`config.mk`:
```
export PLATFORM = sky130hd
export DESIGN_NAME = control_unit
export DESIGN_NICKNAME = d
export VERILOG_FILES = /design/src/rtl/control_unit.sv
export SDC_FILE = /design/constraint.sdc
export NUM_CORES = 1
export LEC_CHECK = 0
export ABC_CLOCK_PERIOD_IN_PS = 2500
export BUFFER_PORTS_ARGS = -buffer_cell sky130_fd_sc_hd__buf_2
export CAP_MARGIN = 20
export CORE_MARGIN = 1.5
export CORE_UTILIZATION = 39
export DETAILED_ROUTE_END_ITERATION = 10
export PLACE_DENSITY = 0.74
export REMOVE_ABC_BUFFERS = 1
export SETUP_SLACK_MARGIN = 0.02
export SYNTH_ARGS = -nofsm -noshare
export SYNTH_HDL_FRONTEND = slang
export SYNTH_SLANG_ARGS = --single-unit
export TNS_END_PERCENT = 10
```
`constraint.sdc`:
```
create_clock -name clk -period 2.5 [get_ports clk]
set_input_delay 0.5 -clock clk [delete_from_list [all_inputs] [get_ports clk]]
set_output_delay 0.5 -clock clk [all_outputs]
set_load 0.05 [all_outputs]
```
`src/rtl/control_unit.sv`:
```
// Instruction sequencer for the 16-bit base processor: fetches a 9-bit instruction
// from din and steps T0..T3 to drive bus-source selects and register load enables.
module control_unit #(
    parameter int DATA_W = 16,
    parameter int IR_W   = 9
) (
    input  logic              clk,
    input  logic              reset,
    input  logic              run,
    input  logic [DATA_W-1:0] din,
    output logic [2:0]        rout,
    output logic              din_en,
    output logic              gout,
    output logic [7:0]        rin,
    output logic              ain,
    output logic              gin,
    output logic              addsub,
    output logic              irin,
    output logic              done,
    output logic              busy
);

    // state | meaning
    // T0    | idle / fetch: IR loads from din when run is high
    // T1    | mv, mvi, reserved complete; add/sub load A from rx
    // T2    | add/sub: ALU result of A +/- ry captured in G
    // T3    | add/sub: G written back to rx
    typedef enum logic [1:0] {
        T0 = 2'd0,
        T1 = 2'd1,
        T2 = 2'd2,
        T3 = 2'd3
    } state_t;

    localparam logic [2:0] OP_MV  = 3'b000;
    localparam logic [2:0] OP_MVI = 3'b001;

    state_t          state_q, state_d;
    logic [IR_W-1:0] ir_q, ir_d;

    logic [2:0] op, rx, ry;
    logic [7:0] rx_onehot;

    assign op        = ir_q[8:6];
    assign rx        = ir_q[5:3];
    assign ry        = ir_q[2:0];
    assign rx_onehot = 8'(1) << rx;

    always_ff @(posedge clk or posedge reset) begin
        if (reset) begin
            state_q <= T0;
            ir_q    <= '0;
        end else begin
            state_q <= state_d;
            ir_q    <= ir_d;
        end
    end

    always_comb begin
        state_d = state_q;
        ir_d    = ir_q;
        rout    = 3'd0;
        din_en  = 1'b0;
        gout    = 1'b0;
        rin     = 8'd0;
        ain     = 1'b0;
        gin     = 1'b0;
        addsub  = 1'b0;
        irin    = 1'b0;
        done    = 1'b0;
        busy    = 1'b0;

        // Outputs are forced quiet while reset is held, even if run is already high.
        if (!reset) begin
            busy = (state_q != T0);
            case (state_q)
                T0: begin
                    if (run) begin
                        irin    = 1'b1;
                        ir_d    = din[IR_W-1:0];
                        state_d = T1;
                    end
                end
                T1: begin
                    if (op == OP_MV) begin
                        rout    = ry;
                        rin     = rx_onehot;
                        done    = 1'b1;
                        state_d = T0;
                    end else if (op == OP_MVI) begin
                        din_en  = 1'b1;
                        rin     = rx_onehot;
                        done    = 1'b1;
                        state_d = T0;
                    end else if (op[2] == 1'b0) begin
                        rout    = rx;
                        ain     = 1'b1;
                        state_d = T2;
                    end else begin
                        done    = 1'b1;
                        state_d = T0;
                    end
                end
                T2: begin
                    rout    = ry;
                    gin     = 1'b1;
                    addsub  = op[0];
                    state_d = T3;
                end
                T3: begin
                    gout    = 1'b1;
                    rin     = rx_onehot;
                    addsub  = op[0];
                    done    = 1'b1;
                    state_d = T0;
                end
                default: state_d = T0;
            endcase
        end
    end

endmodule

```
==> impl_metrics.py, run 1 <==
metrics = {
    "status": {
        "status": "finished, final reports clean",
    },
    "global_routing": {
        "grt_pass1_wl_um": 2660,
        "grt_max_degree": 14,
        "grt.total_usage_pct": 18.1,
        "antenna_found_initial": 0,
        "grt_pass1_vias": 612,
        "grt-ovfl-total": 0,
    },
    "pwr": {
        "p_per_area_nw_per_um2": 1170,
        "ir_worst_vdd_mv": 0.494,
        "p_sw_mw": 0.557,
        "p_int_mw": 0.567,
        "pwr-share-seq_pct": 34.7,
        "p_sw_share_pct": 49.5,
        "clkPwrFrac_pct": 11.1,
        "power_frac_comb_pct": 54.2,
        "leakage_nw": 0.479,
    },
    "worst_setup_path": {
        "path_buf_inv": 2,
        "startpoint_type": "flip-flop",
        "r2r_start": "state_q[0]",
        "rrSetupSlack_ns": 0.91,
        "cp_max_fo": 4,
        "cp_cell_sequence": "inv_1, ha_2, nor4b_2, o21ai_0, a21oi_1, clkbuf_4",
        "end_kind": "primary output",
        "arrival_ns": 1.84,
        "reg2reg_depth": 5,
        "critPathTopFamily": "flip-flops",
        "slowest_stage": "dfrtp_1",
        "cpPeakStageDelay_ns": 0.41,
        "path_class": "flip-flop to primary output",
        "critPathRequiredTime_ns": 2.00,
    },
    "detailed_routing": {
        "first_pass_iters": 4,
        "drt-met1-wl_um": 738,
        "wl_per_cell_um": 12.9,
        "drtAntennaViolNets": 0,
        "met3_length_um": 100,
        "vias_per_cell": 5.11,
        "wl_met2_um": 834,
        "vias": 674,
        "drc": 0,
        "drt_iter0_drc": 14,
        "routed.top_layer": "met4",
        "wl_um": 1700,
    },
    "finish": {
        "final_util_pct": 55.1,
        "n_antenna_cell": 0,
        "n_fill_cell": 168,
        "final_nets": 132,
        "final_area_sq_um": 961,
        "drive_above_1_share_pct": 47.7,
        "area.growth.synth_to_final_pct": 31.7,
        "final_cells": 132,
    },
    "placed_design": {
        "placed_cell_area_sq_um": 913,
        "gp_congestion": 0.762,
        "dp_hpwl_um": 1280,
        "numPortBuffers": 30,
        "dp_cells": 128,
    },
    "floorplanning": {
        "start_util_pct": 41.8,
        "ios": 38,
        "die_area_sq_um": 2140,
        "core_sq_um": 1750,
        "fp.dieW_um": 46.2,
        "die_h_um": 46.2,
        "rows": 15,
    },
    "sta": {
        "timing.setup.tns_ns": 0,
        "slew_headroom_pct": 81.3,
        "min_period_ns": 2.34,
        "drv_slew": 0,
        "setup_violations": 0,
        "fmax_mhz": 427,
        "whs_ns": 0.247,
        "finalCritPeriodShare_pct": 93.7,
        "worst_pin_slew_ns": 0.280,
        "rsz0062_at_grt": "true",
        "hold_violations": 0,
        "fin_worst_skew_ns": 0.00223,
    },
    "cts": {
        "clockBufferDepth": 2,
        "cts_inserted_buffers": 3,
        "clk_latency_ns": 0.27,
        "h-tree-depth": 1,
        "holdBufCountCts": 0,
        "cts_num_sinks": 11,
        "clkTransAtPathRegs_ns": 0.07,
        "cts_tree": "done",
        "clock-root-buffer": "clkbuf_4",
    },
    "synthesis": {
        "syn_area_sq_um": 729,
        "synth_warnings": 0,
        "syn_area_per_cell_sq_um": 9.99,
        "synth_cell_types": 26,
        "synthCells": 73,
        "ys_ff_latch": 11,
        "seq_area_frac_synth_pct": 37.7,
    },
    "job": {
        "timing.max_cap.violations": 0,
    },
    "hold_path": {
        "hold_class": "input pin to async pin",
    },
}
Yosys cell counts:
master    number  area [sq um]
dfrtp_1       11           275
nor2b_2        1          8.76
a21oi_1        4          20.0
nor3_1         4          20.0
o21ai_1        1          5.00
mux2_2        10           113
buf_2          1          5.00
nor2_2         1          6.26
inv_1          3          11.3
and3_1         1          6.26
nor2b_1        2          12.5
nand2_1        6          22.5
nor4b_2        1          15.0
o211a_1        1          10.0
nor2_1         4          15.0
ha_1           5          62.6
nand2b_1       2          12.5
or4_1          1          7.51
and3b_1        1          8.76
and2_1         1          6.26
nor4_1         4          25.0
o21ai_0        4          20.0
nor3b_2        1          12.5
nand3_4        1          17.5
inv_2          1          3.75
o31ai_1        1          7.51
logic make-up (layout without fill, tap and decap cells):
logic type	Yosys count	after routing	share of synthesized area [%]
and+or+nand+nor	31	31	26.9
adders and majority gates	5	5	8.58
muxes	10	10	15.4
DFF	11	11	37.7
buffers and inverters	5	39	2.74
AOI/OAI and AO/OA	11	11	8.58
how the worst max path moves through the flow:
stage / startpoint / to / slack, ns / cells after the start
floorplan: flip-flop / rin[1] / -0.47 / 5
global placement: flip-flop / rin[1] / 0.42 / 6
detailed placement: flip-flop / rin[1] / 0.37 / 6
CTS: flip-flop / rin[1] / 0.06 / 6
global route: flip-flop / rout[0] / -0.003 / 6
finish: flip-flop / rout[0] / 0.16 / 6
cell type report:
type,instances,area [sq um],share of cell area [%]
repair buffers,31,170,17.7
well taps,25,31.3,3.26
flip-flops and latches,11,275,28.6
inverters,4,15.0,1.56
multi-input cells,57,443,46.1
clock buffers,4,26.3,2.73
sequential cells by signal (all words and copies together) (netlist names), named ones only:
signal,cells
state_q,1
ir_q,9
cell usage in the layout, fill, tap and decap left out, types with 2 or more instances in the layout:
master | Yosys | routed
nor2_1 | 4 | 4
nand2_1 | 6 | 6
buf_2 | 1 | 25
nor4_1 | 4 | 4
mux2_2 | 10 | 10
nor2b_1 | 2 | 2
o21ai_0 | 4 | 4
a21oi_1 | 4 | 4
clkbuf_4 | 0 | 5
inv_1 | 3 | 3
buf_4 | 0 | 4
ha_1 | 5 | 4
nor3_1 | 4 | 4
nand2b_1 | 2 | 2
dfrtp_1 | 11 | 11
routing by layer:
metal,vias to the layer above,track usage (%)
li1,334,-
met1,307,20.8
met2,29,30.6
met3,4,3.92
met4,0,10.3
met5,-,0
per-stage QoR:
| stage | setup slack, ns | total power, mW |
|---|---|---|
| finish | 0.157 | 1.12 |
| global route | -0.00295 | 1.21 |
| CTS | 0.0593 | 1.11 |
| detailed placement | 0.366 | 0.979 |
| global placement | 0.421 | 0.948 |
| floorplan | -0.469 | 0.832 |
what timing repair did:
action | 4_1_cts | 5_1_grt
buffers inserted | 0 | 0
endpoints found under the setup margin | 0 | 9
gates resized for setup | 0 | 10
power groups by stage:
stage,sequential (mW),combinational [mW],clock [mW]
3_3_place_gp,0.376,0.572,0
4_1_cts,0.382,0.597,0.128
6_report,0.390,0.609,0.125
2_1_floorplan,0.348,0.484,0
5_1_grt,0.409,0.663,0.135
3_5_place_dp,0.385,0.594,0
Power figures use the tool's default switching activity.
==> inputs of run 2 (changes only) <==
Settings changed: CELL_PAD_IN_SITES_DETAIL_PLACEMENT set to 1, CELL_PAD_IN_SITES_GLOBAL_PLACEMENT set to 1, CORE_MARGIN 1.5 to 2, CORE_UTILIZATION 39 to 34, PLACE_DENSITY 0.74 to 0.86.
==> impl_metrics.py, run 2 (synthesis results as in run 1) <==
metrics = {
    "sta": {
        "fmax_mhz": 410,
        "setup_violations": 0,
        "rsz0062_at_grt": "true",
        "drv_slew": 0,
        "timing.setup.tns_ns": 0,
        "fin_worst_skew_ns": 0.00264,
        "min_period_ns": 2.44,
        "slew_headroom_pct": 77.0,
        "finalCritPeriodShare_pct": 97.6,
        "worst_pin_slew_ns": 0.345,
        "hold_violations": 0,
    },
    "floorplanning": {
        "fp.dieW_um": 50.3,
        "core_sq_um": 2000,
        "die_area_sq_um": 2530,
        "die_h_um": 50.3,
        "rows": 16,
        "start_util_pct": 36.4,
        "ios": 38,
    },
    "cts": {
        "clockBufferDepth": 2,
        "clkTransAtPathRegs_ns": 0.07,
        "clk_latency_ns": 0.28,
        "clock-root-buffer": "clkbuf_4",
        "cts_tree": "done",
        "cts_num_sinks": 11,
        "holdBufCountCts": 0,
        "cts_inserted_buffers": 3,
        "h-tree-depth": 1,
    },
    "pwr": {
        "ir_worst_vdd_mv": 0.563,
        "p_per_area_nw_per_um2": 1160,
        "leakage_nw": 0.486,
    },
    "global_routing": {
        "grt_pass1_wl_um": 3130,
        "grt-ovfl-total": 0,
        "grt.total_usage_pct": 16.3,
        "grt_max_degree": 13,
        "antenna_found_initial": 0,
        "grt_pass1_vias": 670,
    },
    "finish": {
        "drive_above_1_share_pct": 54.2,
        "layout_commonest_cell": "buf_2",
        "final_cell_mix": "buf_2, dfrtp_1, mux2_2",
        "largest_reg_flops": 9,
        "final_nets": 132,
        "final_cells": 134,
        "top_register": "ir_q",
        "top_regs": "ir_q: 9 flops, state_q: 1 flops",
        "n_antenna_cell": 0,
        "area.growth.synth_to_final_pct": 39.8,
    },
    "worst_setup_path": {
        "arrival_ns": 1.94,
        "end_kind": "primary output",
        "cp_max_fo": 6,
        "path_class": "flip-flop to primary output",
        "startpoint_type": "flip-flop",
        "critPathRequiredTime_ns": 2.00,
    },
    "detailed_routing": {
        "wl_per_cell_um": 15.7,
        "vias": 683,
        "vias_per_cell": 5.10,
        "first_pass_iters": 4,
        "wl_um": 2100,
        "drtAntennaViolNets": 0,
        "drc": 0,
        "drt_iter0_drc": 5,
    },
    "status": {
        "status": "finished, final reports clean",
    },
    "job": {
        "timing.max_cap.violations": 0,
    },
    "placed_design": {
        "gp_congestion": 0.725,
        "numPortBuffers": 30,
        "dp_hpwl_um": 1510,
        "dp_cells": 130,
    },
    "hold_path": {
        "hold_class": "input pin to async pin",
    },
}
==> run 2: stage by stage <==
stage	total power [mW]	util [%]	hold slack, ns	area (sq um)	worst slack [ns]
CTS	1.13	47.9	0.223	960	0.0281
floorplan	0.832	-	0.327	724	-0.469
finish	1.18	50.9	0.250	1020	0.0589
global route	1.26	50.9	0.252	1020	-0.0826
detailed placement	0.979	45.8	0.488	916	0.325
global placement	0.951	45.8	0.488	916	0.404
==> run 2: cell type report <==
cell class / count / area [sq um]
fill: 244 / 982
multi-input combinational: 57 / 485
clock inverter: 1 / 5.00
tap: 27 / 33.8
inverter: 4 / 15.0
sequential: 11 / 275
clock buffer: 3 / 22.5
timing repair buffer: 31 / 183
==> run 2: power breakdown <==
part,switching [mW],total (mW),internal (mW),leakage [nW]
sequential,0.136,0.404,0.268,0.132
combinational,0.402,0.652,0.250,0.337
clock,0.0653,0.125,0.0595,0.0177
==> run 2: path summary, 6_finish.rpt <==
check	from	end	slack, ns	depth (start not counted)
worst max-delay path	flip-flop	rin[1]	0.06	6
worst min register to register	ir_q[0]	ir_q[0]	0.51	1
min in group clk	din[2]	ir_q[2]	0.45	2
max in group asynchronous	reset	ir_q[3]	1.88	3
worst max register to register	state_q[0]	flip-flop	0.91	5
worst min-delay path	reset	async pin	0.25	2
==> run 2: timing repair <==
action	4_1_cts	5_1_grt
resized for setup	5	17
setup buffers	0	0
setup endpoints to repair	5	10
==> run 2: metal layers <==
layer  global-route usage (%)  wire length, um  up-vias
li1                         -                -      328
met1                     18.2              800      330
met2                     29.8             1190       22
met3                     5.06               91        3
met4                     4.05               19        0
met5                        0                0        -
==> run 2: worst max-delay path: stages, from the launching register on <==
cell and delay [ns]:
dfrtp_1 0.41, inv_1 0.12, ha_2 0.23, nor3b_4 0.26, nor2_2 0.13, nor4_2 0.26, buf_4 0.25
==> inputs of run 3 (changes only) <==
Settings changed: CORE_ASPECT_RATIO set to 0.9.
==> impl_metrics.py, run 3 (synthesis results as in run 1) <==
metrics = {
    "status": {
        "status": "finished, final reports clean",
    },
    "finish": {
        "largest_reg_flops": 9,
        "final_nets": 131,
        "area.growth.synth_to_final_pct": 35.2,
        "top_regs": "ir_q: 9 flops, state_q: 1 flops",
        "n_antenna_cell": 0,
        "top_register": "ir_q",
        "drive_above_1_share_pct": 50.9,
        "n_fill_cell": 238,
        "final_area_sq_um": 986,
        "layout_commonest_cell": "buf_2",
        "final_cells": 131,
        "final_cell_mix": "buf_2, dfrtp_1, mux2_2",
    },
    "global_routing": {
        "grt.total_usage_pct": 18.1,
        "antenna_found_initial": 0,
        "grt_pass1_vias": 662,
        "grt_max_degree": 18,
        "grt_pass1_wl_um": 3260,
        "grt-ovfl-total": 0,
    },
    "worst_setup_path": {
        "rrSetupSlack_ns": 0.92,
        "r2r_start": "state_q[0]",
        "reg2reg_depth": 5,
        "arrival_ns": 1.83,
        "end_kind": "primary output",
        "cpPeakStageDelay_ns": 0.42,
        "cp_cell_sequence": "inv_2, ha_2, nor4b_4, o21ai_0, a21oi_1, buf_2",
        "slowest_stage": "dfrtp_1",
        "path_class": "flip-flop to primary output",
        "cp_max_fo": 4,
        "critPathRequiredTime_ns": 2.00,
        "startpoint_type": "flip-flop",
    },
    "floorplanning": {
        "start_util_pct": 37.0,
        "fp.dieW_um": 52.8,
        "core_sq_um": 1970,
        "die_area_sq_um": 2530,
        "die_h_um": 47.9,
        "ios": 38,
        "rows": 15,
    },
    "sta": {
        "fin_worst_skew_ns": 0.00860,
        "rsz0062_at_grt": "false",
        "worst_pin_slew_ns": 0.345,
        "finalCritPeriodShare_pct": 93.3,
        "fmax_mhz": 429,
        "slew_headroom_pct": 77.0,
        "min_period_ns": 2.33,
        "drv_slew": 0,
        "setup_violations": 0,
        "hold_violations": 0,
    },
    "cts": {
        "clkTransAtPathRegs_ns": 0.08,
        "holdBufCountCts": 0,
        "clockBufferDepth": 2,
        "clk_latency_ns": 0.27,
        "clock-root-buffer": "clkbuf_4",
        "cts_num_sinks": 11,
        "cts_inserted_buffers": 3,
        "cts_tree": "done",
        "h-tree-depth": 1,
    },
    "detailed_routing": {
        "first_pass_iters": 4,
        "vias": 679,
        "drt_iter0_drc": 5,
        "wl_um": 2000,
        "vias_per_cell": 5.18,
        "drc": 0,
        "drtAntennaViolNets": 0,
        "wl_per_cell_um": 15.3,
    },
    "pwr": {
        "p_sw_share_pct": 50.9,
        "power_frac_comb_pct": 54.3,
        "ir_worst_vdd_mv": 0.515,
        "clkPwrFrac_pct": 10.5,
        "p_per_area_nw_per_um2": 1190,
        "p_int_mw": 0.577,
        "total_power_mw": 1.18,
        "p_sw_mw": 0.598,
        "pwr-share-seq_pct": 35.2,
        "leakage_nw": 0.479,
    },
    "placed_design": {
        "numPortBuffers": 30,
        "placed_cell_area_sq_um": 906,
        "dp_hpwl_um": 1460,
        "gp_congestion": 0.765,
        "dp_cells": 127,
    },
    "hold_path": {
        "hold_class": "input pin to async pin",
    },
    "job": {
        "timing.max_cap.violations": 0,
    },
}
run 3: cell types whose count changed in the layout (fill, tap and decap cells not counted), sizes merged:
cell / previous run / this run
clkinv: 1 / 0
run 3: how the worst max path moves through the flow:
stage                     startpoint       to  slack (ns)
after floorplan            flip-flop   rin[1]       -0.47
after global placement         reset   rin[1]        0.38
after detailed placement       reset   rin[1]        0.33
after CTS                  flip-flop   rin[4]        0.06
after global routing       flip-flop   rin[3]        0.05
final                      flip-flop  rout[2]        0.17
run 3: repair_timing:
action | CTS | global route
pin swaps | 0 | 0
gates resized for setup | 1 | 17
buffers inserted | 0 | 0
endpoints found under the setup margin | 1 | 10
run 3: metal layers:
metal,up-vias,global-route usage (%),share of wire (%)
met5,-,0,0
met4,0,4.62,0
met3,0,3.44,6.3
met2,32,32.0,49
met1,319,23.2,45
li1,328,-,-
run 3: final cells by class:
type,count,area (sq um),area share [%]
well taps,25,31.3,3.17
clock buffers,4,26.3,2.66
repair buffers,30,168,17.0
flip-flops and latches,11,275,27.9
inverters,4,15.0,1.52
multi-input cells,57,470,47.7
run 3: critical path, delay by kind of cell (launching register included):
kind | cells | cell delay, ns
AOI/OAI and AO/OA | 2 | 0.31
and+or+nand+nor | 1 | 0.25
buffers and inverters | 2 | 0.38
adders and majority gates | 1 | 0.20
DFF | 1 | 0.42
run 3: power by group through the flow:
stage | sequential [mW] | clock, mW | combinational (mW)
6_report | 0.414 | 0.124 | 0.638
3_5_place_dp | 0.388 | 0 | 0.603
3_3_place_gp | 0.379 | 0 | 0.572
5_1_grt | 0.429 | 0.141 | 0.699
4_1_cts | 0.387 | 0.127 | 0.609
2_1_floorplan | 0.348 | 0 | 0.484
run 3: through the flow:
stage | setup WS (ns) | utilization [%] | setup TNS, ns | hold slack (ns)
6_report | 0.168 | 50.0 | 0 | 0.295
3_3_place_gp | 0.382 | 46.0 | 0 | 0.488
4_1_cts | 0.0551 | 47.4 | 0 | 0.288
2_1_floorplan | -0.469 | - | -2.02 | 0.327
3_5_place_dp | 0.326 | 46.0 | 0 | 0.491
5_1_grt | 0.0467 | 50.0 | 0 | 0.322
